**config.mk**
```make
export PLATFORM = sky130hd
export DESIGN_NAME = tp_filter_sched
export DESIGN_NICKNAME = d
export VERILOG_FILES = /design/src/rtl/tp_filt_pkg.sv /design/src/rtl/tp_filt_mac.sv /design/src/rtl/tp_filter_sched.sv
export SDC_FILE = /design/constraint.sdc
export NUM_CORES = 1
export LEC_CHECK = 0
export ABC_AREA = 1
export BUFFER_PORTS_ARGS = -buffer_cell sky130_fd_sc_hd__buf_2
export CAP_MARGIN = 20
export CORE_MARGIN = 2
export CORE_UTILIZATION = 30
export DETAILED_ROUTE_END_ITERATION = 16
export SYNTH_ARGS = -nofsm -noshare
export SYNTH_HDL_FRONTEND = slang
export SYNTH_SLANG_ARGS = --single-unit
export TNS_END_PERCENT = 5
```
**constraint.sdc**
```tcl
create_clock -name clk -period 12.1 [get_ports clk]
set_input_delay 1.815 -clock clk [delete_from_list [all_inputs] [get_ports clk]]
set_output_delay 1.815 -clock clk [all_outputs]
set_load 0.05 [all_outputs]
```
**src/rtl/tp_filt_pkg.sv**
```systemverilog
// Shared definitions for the Time Pilot filter scheduler:
// Q15 coefficients, select decoding and sequencer states.
package tp_filt_pkg;

    localparam int CYC_PER_CH = 5;

    localparam logic [1:0] FLT_BYPASS = 2'd0;
    localparam logic [1:0] FLT_LIGHT  = 2'd1;
    localparam logic [1:0] FLT_MEDIUM = 2'd2;
    localparam logic [1:0] FLT_HEAVY  = 2'd3;

    localparam logic signed [17:0] A2_LIGHT  = -18'sd31986;
    localparam logic signed [17:0] B_LIGHT   = 18'sd391;
    localparam logic signed [17:0] A2_MEDIUM = -18'sd32420;
    localparam logic signed [17:0] B_MEDIUM  = 18'sd174;
    localparam logic signed [17:0] A2_HEAVY  = -18'sd32622;
    localparam logic signed [17:0] B_HEAVY   = 18'sd73;

    typedef enum logic [2:0] {
        S_IDLE,
        S_LOAD,
        S_MAC0,
        S_MAC1,
        S_MAC2,
        S_WB,
        S_DONE
    } state_t;

    typedef struct packed {
        logic signed [17:0] a2;
        logic signed [17:0] b;
    } coef_t;

    // Bypass maps to zero coefficients; its MAC result is ignored.
    function automatic coef_t coef_of(input logic [1:0] sel);
        coef_t c;
        c = '{a2: '0, b: '0};
        case (sel)
            FLT_LIGHT:  c = '{a2: A2_LIGHT,  b: B_LIGHT};
            FLT_MEDIUM: c = '{a2: A2_MEDIUM, b: B_MEDIUM};
            FLT_HEAVY:  c = '{a2: A2_HEAVY,  b: B_HEAVY};
            default:    c = '{a2: '0, b: '0};
        endcase
        return c;
    endfunction

endpackage

```
**src/rtl/tp_filt_mac.sv**
```systemverilog
// 18x16 signed multiplier with a 36-bit accumulator;
// y is the Q15 result (acc >>> 15, low 16 bits).
module tp_filt_mac (
    input  logic               clk,
    input  logic               reset,
    input  logic               clr,
    input  logic               acc_en,
    input  logic               sub,
    input  logic signed [17:0] coef,
    input  logic signed [15:0] data,
    output logic signed [15:0] y
);

    logic signed [33:0] prod;
    logic signed [35:0] acc;

    assign prod = 34'(coef) * 34'(data);
    assign y    = acc[30:15];

    always_ff @(posedge clk) begin
        if (reset || clr) begin
            acc <= '0;
        end else if (acc_en) begin
            acc <= sub ? acc - 36'(prod) : acc + 36'(prod);
        end
    end

endmodule

```
**src/rtl/tp_filter_sched.sv**
```systemverilog
// Time-shared 1st-order IIR low-pass across the six PSG channels.
// Define TP_FILT_MIX_EN to add the saturated mix_out port.
module tp_filter_sched
    import tp_filt_pkg::*;
#(
    parameter int NUM_CH = 6,
    parameter int DIV    = 220
) (
    input  logic                  clk,
    input  logic                  reset,
    input  logic [16*NUM_CH-1:0]  in_ch,
    input  logic [2*NUM_CH-1:0]   flt_sel,
    output logic [16*NUM_CH-1:0]  out_ch,
    output logic                  out_valid,
    output logic                  busy
`ifdef TP_FILT_MIX_EN
    ,
    output logic signed [15:0]    mix_out
`endif
);

    localparam int CW  = $clog2(DIV);
    localparam int CHW = (NUM_CH > 1) ? $clog2(NUM_CH) : 1;

    if (NUM_CH * CYC_PER_CH + 1 >= DIV) begin : g_bad_div
        $error("tp_filter_sched: sequence does not fit in DIV");
    end

    state_t              state, nstate;
    logic [CW-1:0]       div_cnt;
    logic                tick;
    logic [CHW-1:0]      ch;
    logic                last;
    logic signed [15:0]  snap_x   [NUM_CH];
    logic [1:0]          snap_sel [NUM_CH];
    logic signed [15:0]  x1_rf    [NUM_CH];
    logic signed [15:0]  y1_rf    [NUM_CH];
    logic signed [15:0]  shadow   [NUM_CH];
    logic signed [15:0]  res      [NUM_CH];
    logic signed [15:0]  x_cur, x1_cur, y1_cur;
    logic signed [15:0]  y_new, mac_y, mac_data;
    logic signed [17:0]  mac_coef;
    logic                mac_clr, mac_en, mac_sub;
    logic                bypass;
    coef_t               coef;

    assign tick   = div_cnt == CW'(DIV - 1);
    assign last   = ch == CHW'(NUM_CH - 1);
    assign busy   = state != S_IDLE && state != S_DONE;
    assign x_cur  = snap_x[ch];
    assign x1_cur = x1_rf[ch];
    assign y1_cur = y1_rf[ch];
    assign coef   = coef_of(snap_sel[ch]);
    assign bypass = snap_sel[ch] == FLT_BYPASS;
    assign y_new  = bypass ? x_cur : mac_y;

    tp_filt_mac u_mac (
        .clk    (clk),
        .reset  (reset),
        .clr    (mac_clr),
        .acc_en (mac_en),
        .sub    (mac_sub),
        .coef   (mac_coef),
        .data   (mac_data),
        .y      (mac_y)
    );

    always_ff @(posedge clk) begin
        if (reset) state <= S_IDLE;
        else       state <= nstate;
    end

    always_comb begin
        nstate   = state;
        mac_clr  = 1'b0;
        mac_en   = 1'b0;
        mac_sub  = 1'b0;
        mac_coef = coef.b;
        mac_data = x_cur;
        unique case (state)
            S_IDLE: if (tick) nstate = S_LOAD;
            S_LOAD: begin
                mac_clr = 1'b1;
                nstate  = S_MAC0;
            end
            S_MAC0: begin
                mac_en = 1'b1;
                nstate = S_MAC1;
            end
            S_MAC1: begin
                mac_en   = 1'b1;
                mac_data = x1_cur;
                nstate   = S_MAC2;
            end
            S_MAC2: begin
                mac_en   = 1'b1;
                mac_sub  = 1'b1;
                mac_coef = coef.a2;
                mac_data = y1_cur;
                nstate   = S_WB;
            end
            S_WB:   nstate = last ? S_DONE : S_LOAD;
            S_DONE: nstate = S_IDLE;
            default: nstate = S_IDLE;
        endcase
    end

    // Lanes as they will appear once the channel in WB is written back.
    always_comb begin
        for (int i = 0; i < NUM_CH; i++) begin
            res[i] = (CHW'(i) == ch) ? y_new : shadow[i];
        end
    end

    always_ff @(posedge clk) begin
        if (reset) begin
            div_cnt   <= '0;
            ch        <= '0;
            out_valid <= 1'b0;
            out_ch    <= '0;
            for (int i = 0; i < NUM_CH; i++) begin
                snap_x[i]   <= '0;
                snap_sel[i] <= '0;
                x1_rf[i]    <= '0;
                y1_rf[i]    <= '0;
                shadow[i]   <= '0;
            end
        end else begin
            div_cnt   <= tick ? '0 : div_cnt + 1'b1;
            out_valid <= 1'b0;
            if (tick) begin
                ch <= '0;
                for (int i = 0; i < NUM_CH; i++) begin
                    snap_x[i]   <= in_ch[16*i +: 16];
                    snap_sel[i] <= flt_sel[2*i +: 2];
                end
            end
            if (state == S_WB) begin
                x1_rf[ch]  <= x_cur;
                y1_rf[ch]  <= y_new;
                shadow[ch] <= y_new;
                if (last) begin
                    out_valid <= 1'b1;
                    for (int i = 0; i < NUM_CH; i++) begin
                        out_ch[16*i +: 16] <= res[i];
                    end
                end else begin
                    ch <= ch + 1'b1;
                end
            end
        end
    end

`ifdef TP_FILT_MIX_EN
    localparam int SW = 19;
    localparam logic signed [SW-1:0] SAT_HI = 32767;
    localparam logic signed [SW-1:0] SAT_LO = -32768;

    logic signed [SW-1:0] mix_sum, mix_shr;
    logic signed [15:0]   mix_sat;

    always_comb begin
        mix_sum = '0;
        for (int i = 0; i < NUM_CH; i++) begin
            mix_sum = mix_sum + SW'(res[i]);
        end
        mix_shr = mix_sum >>> 2;
        if (mix_shr > SAT_HI)      mix_sat = 16'sh7fff;
        else if (mix_shr < SAT_LO) mix_sat = 16'sh8000;
        else                       mix_sat = mix_shr[15:0];
    end

    always_ff @(posedge clk) begin
        if (reset)                  mix_out <= '0;
        else if (state == S_WB && last) mix_out <= mix_sat;
    end
`endif

endmodule
```
==> flow_summary.json <==
{
  "status": "finished, final reports clean",
  "worstHoldStart": "div_cnt[5]$_SDFF_PP0_",
  "chipHeight_microns": 333,
  "postSynthAreaPerCell_sq_um": 8.52,
  "number_of_vias_after_detailed_routing": 26061,
  "final_setup_margin_ns": 1.30,
  "fin_setup_tns_ns": 0,
  "netlist_top_cells_area": "sky130_fd_sc_hd__edfxtp_1 34%, sky130_fd_sc_hd__fa_1 11%, sky130_fd_sc_hd__dfxtp_1 8.8%",
  "area_added_between_synthesis_and_finish_pct": 13.3,
  "gp_congestion": 0.929,
  "route.detailed.drc": 0,
  "postCtsSetupBuffers": 0,
  "total_leakage_power_nw": 17.3,
  "final_layout_size_suffix_gt1_share_pct": 10.3,
  "timing.critical_path.slowest_cell_delay_ns": 0.58,
  "grt_max_degree": 104,
  "sequential_cell_area_sq_um": 13800,
  "yosysWarnings": 0,
  "cts-root-to-sink-buffers": 3,
  "ioPinCount": 208,
  "fin_worst_skew_ns": 0.0418,
  "rsz_0062_raised_after_global_routing": "false",
  "timing.rr.start": "ch[0]$_SDFF_PP0_",
  "cts.sink_count": 506,
  "num_rows": 120,
  "netlist_instances": 3806,
  "fin_crit_ns": 10.80,
  "n_fill_cell": 11257,
  "timing.max_cap.violations": 0,
  "critical_path_required_ns": 12.67,
  "criticalPathCategory": "reg2reg",
  "hold_depth": 2,
  "tritoncts.num_buffers": 50,
  "ys_top_cells_by_count": "736 x sky130_fd_sc_hd__nor2_1, 672 x sky130_fd_sc_hd__inv_1, 485 x sky130_fd_sc_hd__nand2_1",
  "totalPowerFinal_mw": 5.03,
  "placeableCoreArea_sq_um": 107000,
  "synthesized_area_sq_um": 32400,
  "r2r_end": "u_mac.acc[30]$_SDFFE_PP0P_",
  "antennaDiodeCount": 0,
  "grt_pass1_vias": 25769,
  "yosys.area.top_type": "sky130_fd_sc_hd__edfxtp_1",
  "critical_path.max_fanout": 36,
  "async_sr_flop_fraction_pct": 0,
  "r2r.worst_path.cells": 51,
  "netlist.area_leader.share_pct": 33.7,
  "finalHoldViolations": 0,
  "post_cts_resized": 0,
  "cp_endpoint_kind": "flip-flop",
  "grt-ovfl-total": 0,
  "vdd_drop_max_v": 0.000106,
  "global_route.usage.total_pct": 18.2,
  "finalSetupViolations": 0,
  "pwr_dens_nw_per_um2": 137,
  "synthMostInstantiatedCell": "sky130_fd_sc_hd__nor2_1",
  "worst_slew_pin_slew_ns": 1.07,
  "initial_utilization_pct": 30.3,
  "finish.net_count": 4393,
  "most_frequently_used_flop_master_after_synthesis": "sky130_fd_sc_hd__edfxtp_1",
  "cts.reportedPaths.clkPinSlew_ns": 0.06,
  "period_share_pct": 89.2,
  "syn_nets": 4247,
  "grt_antenna_before_repair": 0,
  "drt-wirelength-per-cell_microns": 18.9,
  "cp.buffers_inverters": 11,
  "max_slew_violation_total_from_the_final_report": 0,
  "hold_path_class": "reg2reg",
  "grt_pass1_wl_mm": 157,
  "detail-route-antenna-nets": 0,
  "critical_path.startpoint_type": "flip-flop",
  "achievable-frequency_ghz": 0.0926,
  "worst_path_dominant_cell_family": "adder cells",
  "drt_pre_antenna_iters": 5,
  "dp_hpwl_mm": 74.6,
  "violation_count_after_the_first_detailed_route_iteration": 2158,
  "r2r_slack_ns": 1.30,
  "synth.yosys.seq_area_share_pct": 42.5,
  "synth_seq_cells": 506,
  "timing.hold.worst_endpoint": "div_cnt[5]$_SDFF_PP0_",
  "vias_per_cell": 4.83,
  "htree_levels": 2,
  "route.final.wire_length_mm": 102,
  "detailedPlace.worstSlack_ns": 1.31,
  "timing.critical_path.arrival_ns": 11.37,
  "tritoncts_clock_tree": "yes",
  "multiInputGateArea_sq_um": 15400,
  "cts_root_buf": "sky130_fd_sc_hd__clkbuf_16",
  "cell_type_of_the_slowest_stage_on_the_worst_timing_path": "sky130_fd_sc_hd__o21ai_0",
  "synth.lib_cells_used.distinct": 57,
  "synth_edf_count": 364,
  "postCtsHoldBufs": 0,
  "insertion_delay_ns": 0.64,
  "chipWidth_microns": 333,
  "timing.slew.headroom_pct": 28.4,
  "port_buffers": 207,
  "floorplan.die_area_sq_um": 111000
}
==> layer usage <==
layer | up-vias | GRT usage [%] | wire length (microns)
met1 | 12582 | 24.4 | 44300
li1 | 12457 | - | -
met3 | 124 | 3.45 | 7620
met5 | - | 0 | 0
met2 | 898 | 30.3 | 47600
met4 | 0 | 4.67 | 2490
==> through the flow <==
stage | std cells | instance area, sq um | hold WS [ns] | utilization, %
floorplan | 3806 | 32400 | 0.430 | -
global placement | 5301 | 35100 | 0.448 | 32.7
detailed placement | 5301 | 35100 | 0.471 | 32.7
CTS | 5395 | 36700 | 0.480 | 34.3
global route | 5397 | 36800 | 0.513 | 34.3
finish | 5397 | 36800 | 0.480 | 34.3
==> how the worst max path moves through the flow <==
stage,start,end,slack [ns],cells after the start
after floorplan,ch[0]$_SDFF_PP0_,u_mac.acc[30]$_SDFFE_PP0P_,2.13,56
after global placement,ch[0]$_SDFF_PP0_,u_mac.acc[30]$_SDFFE_PP0P_,1.37,52
after detailed placement,ch[0]$_SDFF_PP0_,u_mac.acc[30]$_SDFFE_PP0P_,1.31,50
after CTS,ch[0]$_SDFF_PP0_,u_mac.acc[30]$_SDFFE_PP0P_,1.30,50
after global routing,ch[0]$_SDFF_PP0_,u_mac.acc[30]$_SDFFE_PP0P_,0.30,52
final,ch[0]$_SDFF_PP0_,u_mac.acc[30]$_SDFFE_PP0P_,1.30,51
==> logic make-up after synthesis <==
kind of cell	synth area share, %
xor gates and xnor gates	2.09
buffers and inverters	10.2
DFF	42.5
adders and majority gates	16.9
and+or+nand+nor	17.5
AOI/OAI and AO/OA	10.8
==> worst min-delay path, delay by kind of cell (launching register included) <==
family / cells / cell delay, ns
compound gates: 1 / 0.05
flops: 1 / 0.32
simple gates: 1 / 0.06
==> power breakdown <==
group / internal [mW] / switching, mW / total, mW
clock network: 0.898 / 0.705 / 1.60
registers: 1.90 / 0.0284 / 1.93
logic: 0.484 / 1.02 / 1.50
==> final cells by class <==
cell class	count	share of cell area (%)
timing repair buffer	277	4.37
clock buffer	68	3.76
clock inverter	26	0.780
tap	1403	4.78
sequential	506	37.5
multi-input combinational	2438	41.9
inverter	679	6.95
==> cells in the final DEF (no fill, tap or decap), types with 10 or more instances in the layout <==
cell type,instances
sky130_fd_sc_hd__buf_2,207
sky130_fd_sc_hd__o211ai_1,53
sky130_fd_sc_hd__nand2_1,484
sky130_fd_sc_hd__xor2_1,41
sky130_fd_sc_hd__dfxtp_1,139
sky130_fd_sc_hd__inv_1,671
sky130_fd_sc_hd__buf_4,65
sky130_fd_sc_hd__nand3_1,108
sky130_fd_sc_hd__a21oi_1,126
sky130_fd_sc_hd__nand4_1,19
sky130_fd_sc_hd__clkbuf_16,51
sky130_fd_sc_hd__o221ai_1,35
sky130_fd_sc_hd__nor2_1,731
sky130_fd_sc_hd__clkinv_2,10
sky130_fd_sc_hd__xnor2_1,29
sky130_fd_sc_hd__or2_2,11
sky130_fd_sc_hd__clkbuf_1,12
sky130_fd_sc_hd__nor3_1,20
sky130_fd_sc_hd__fa_1,179
sky130_fd_sc_hd__o22ai_1,30
sky130_fd_sc_hd__ha_1,152
sky130_fd_sc_hd__o21ai_0,328
sky130_fd_sc_hd__edfxtp_1,364
sky130_fd_sc_hd__o21ai_1,18
sky130_fd_sc_hd__nor2_2,11
==> registers in the layout, indices dropped and copies added (netlist names) <==
signal,flops
u_mac.acc,31
snap_x,96
out_valid,1
div_cnt,8
ch,3
state,3
snap_sel,12
out_ch,96
y1_rf,128
x1_rf,128
Note: power is estimated with default switching activity, not from simulation.
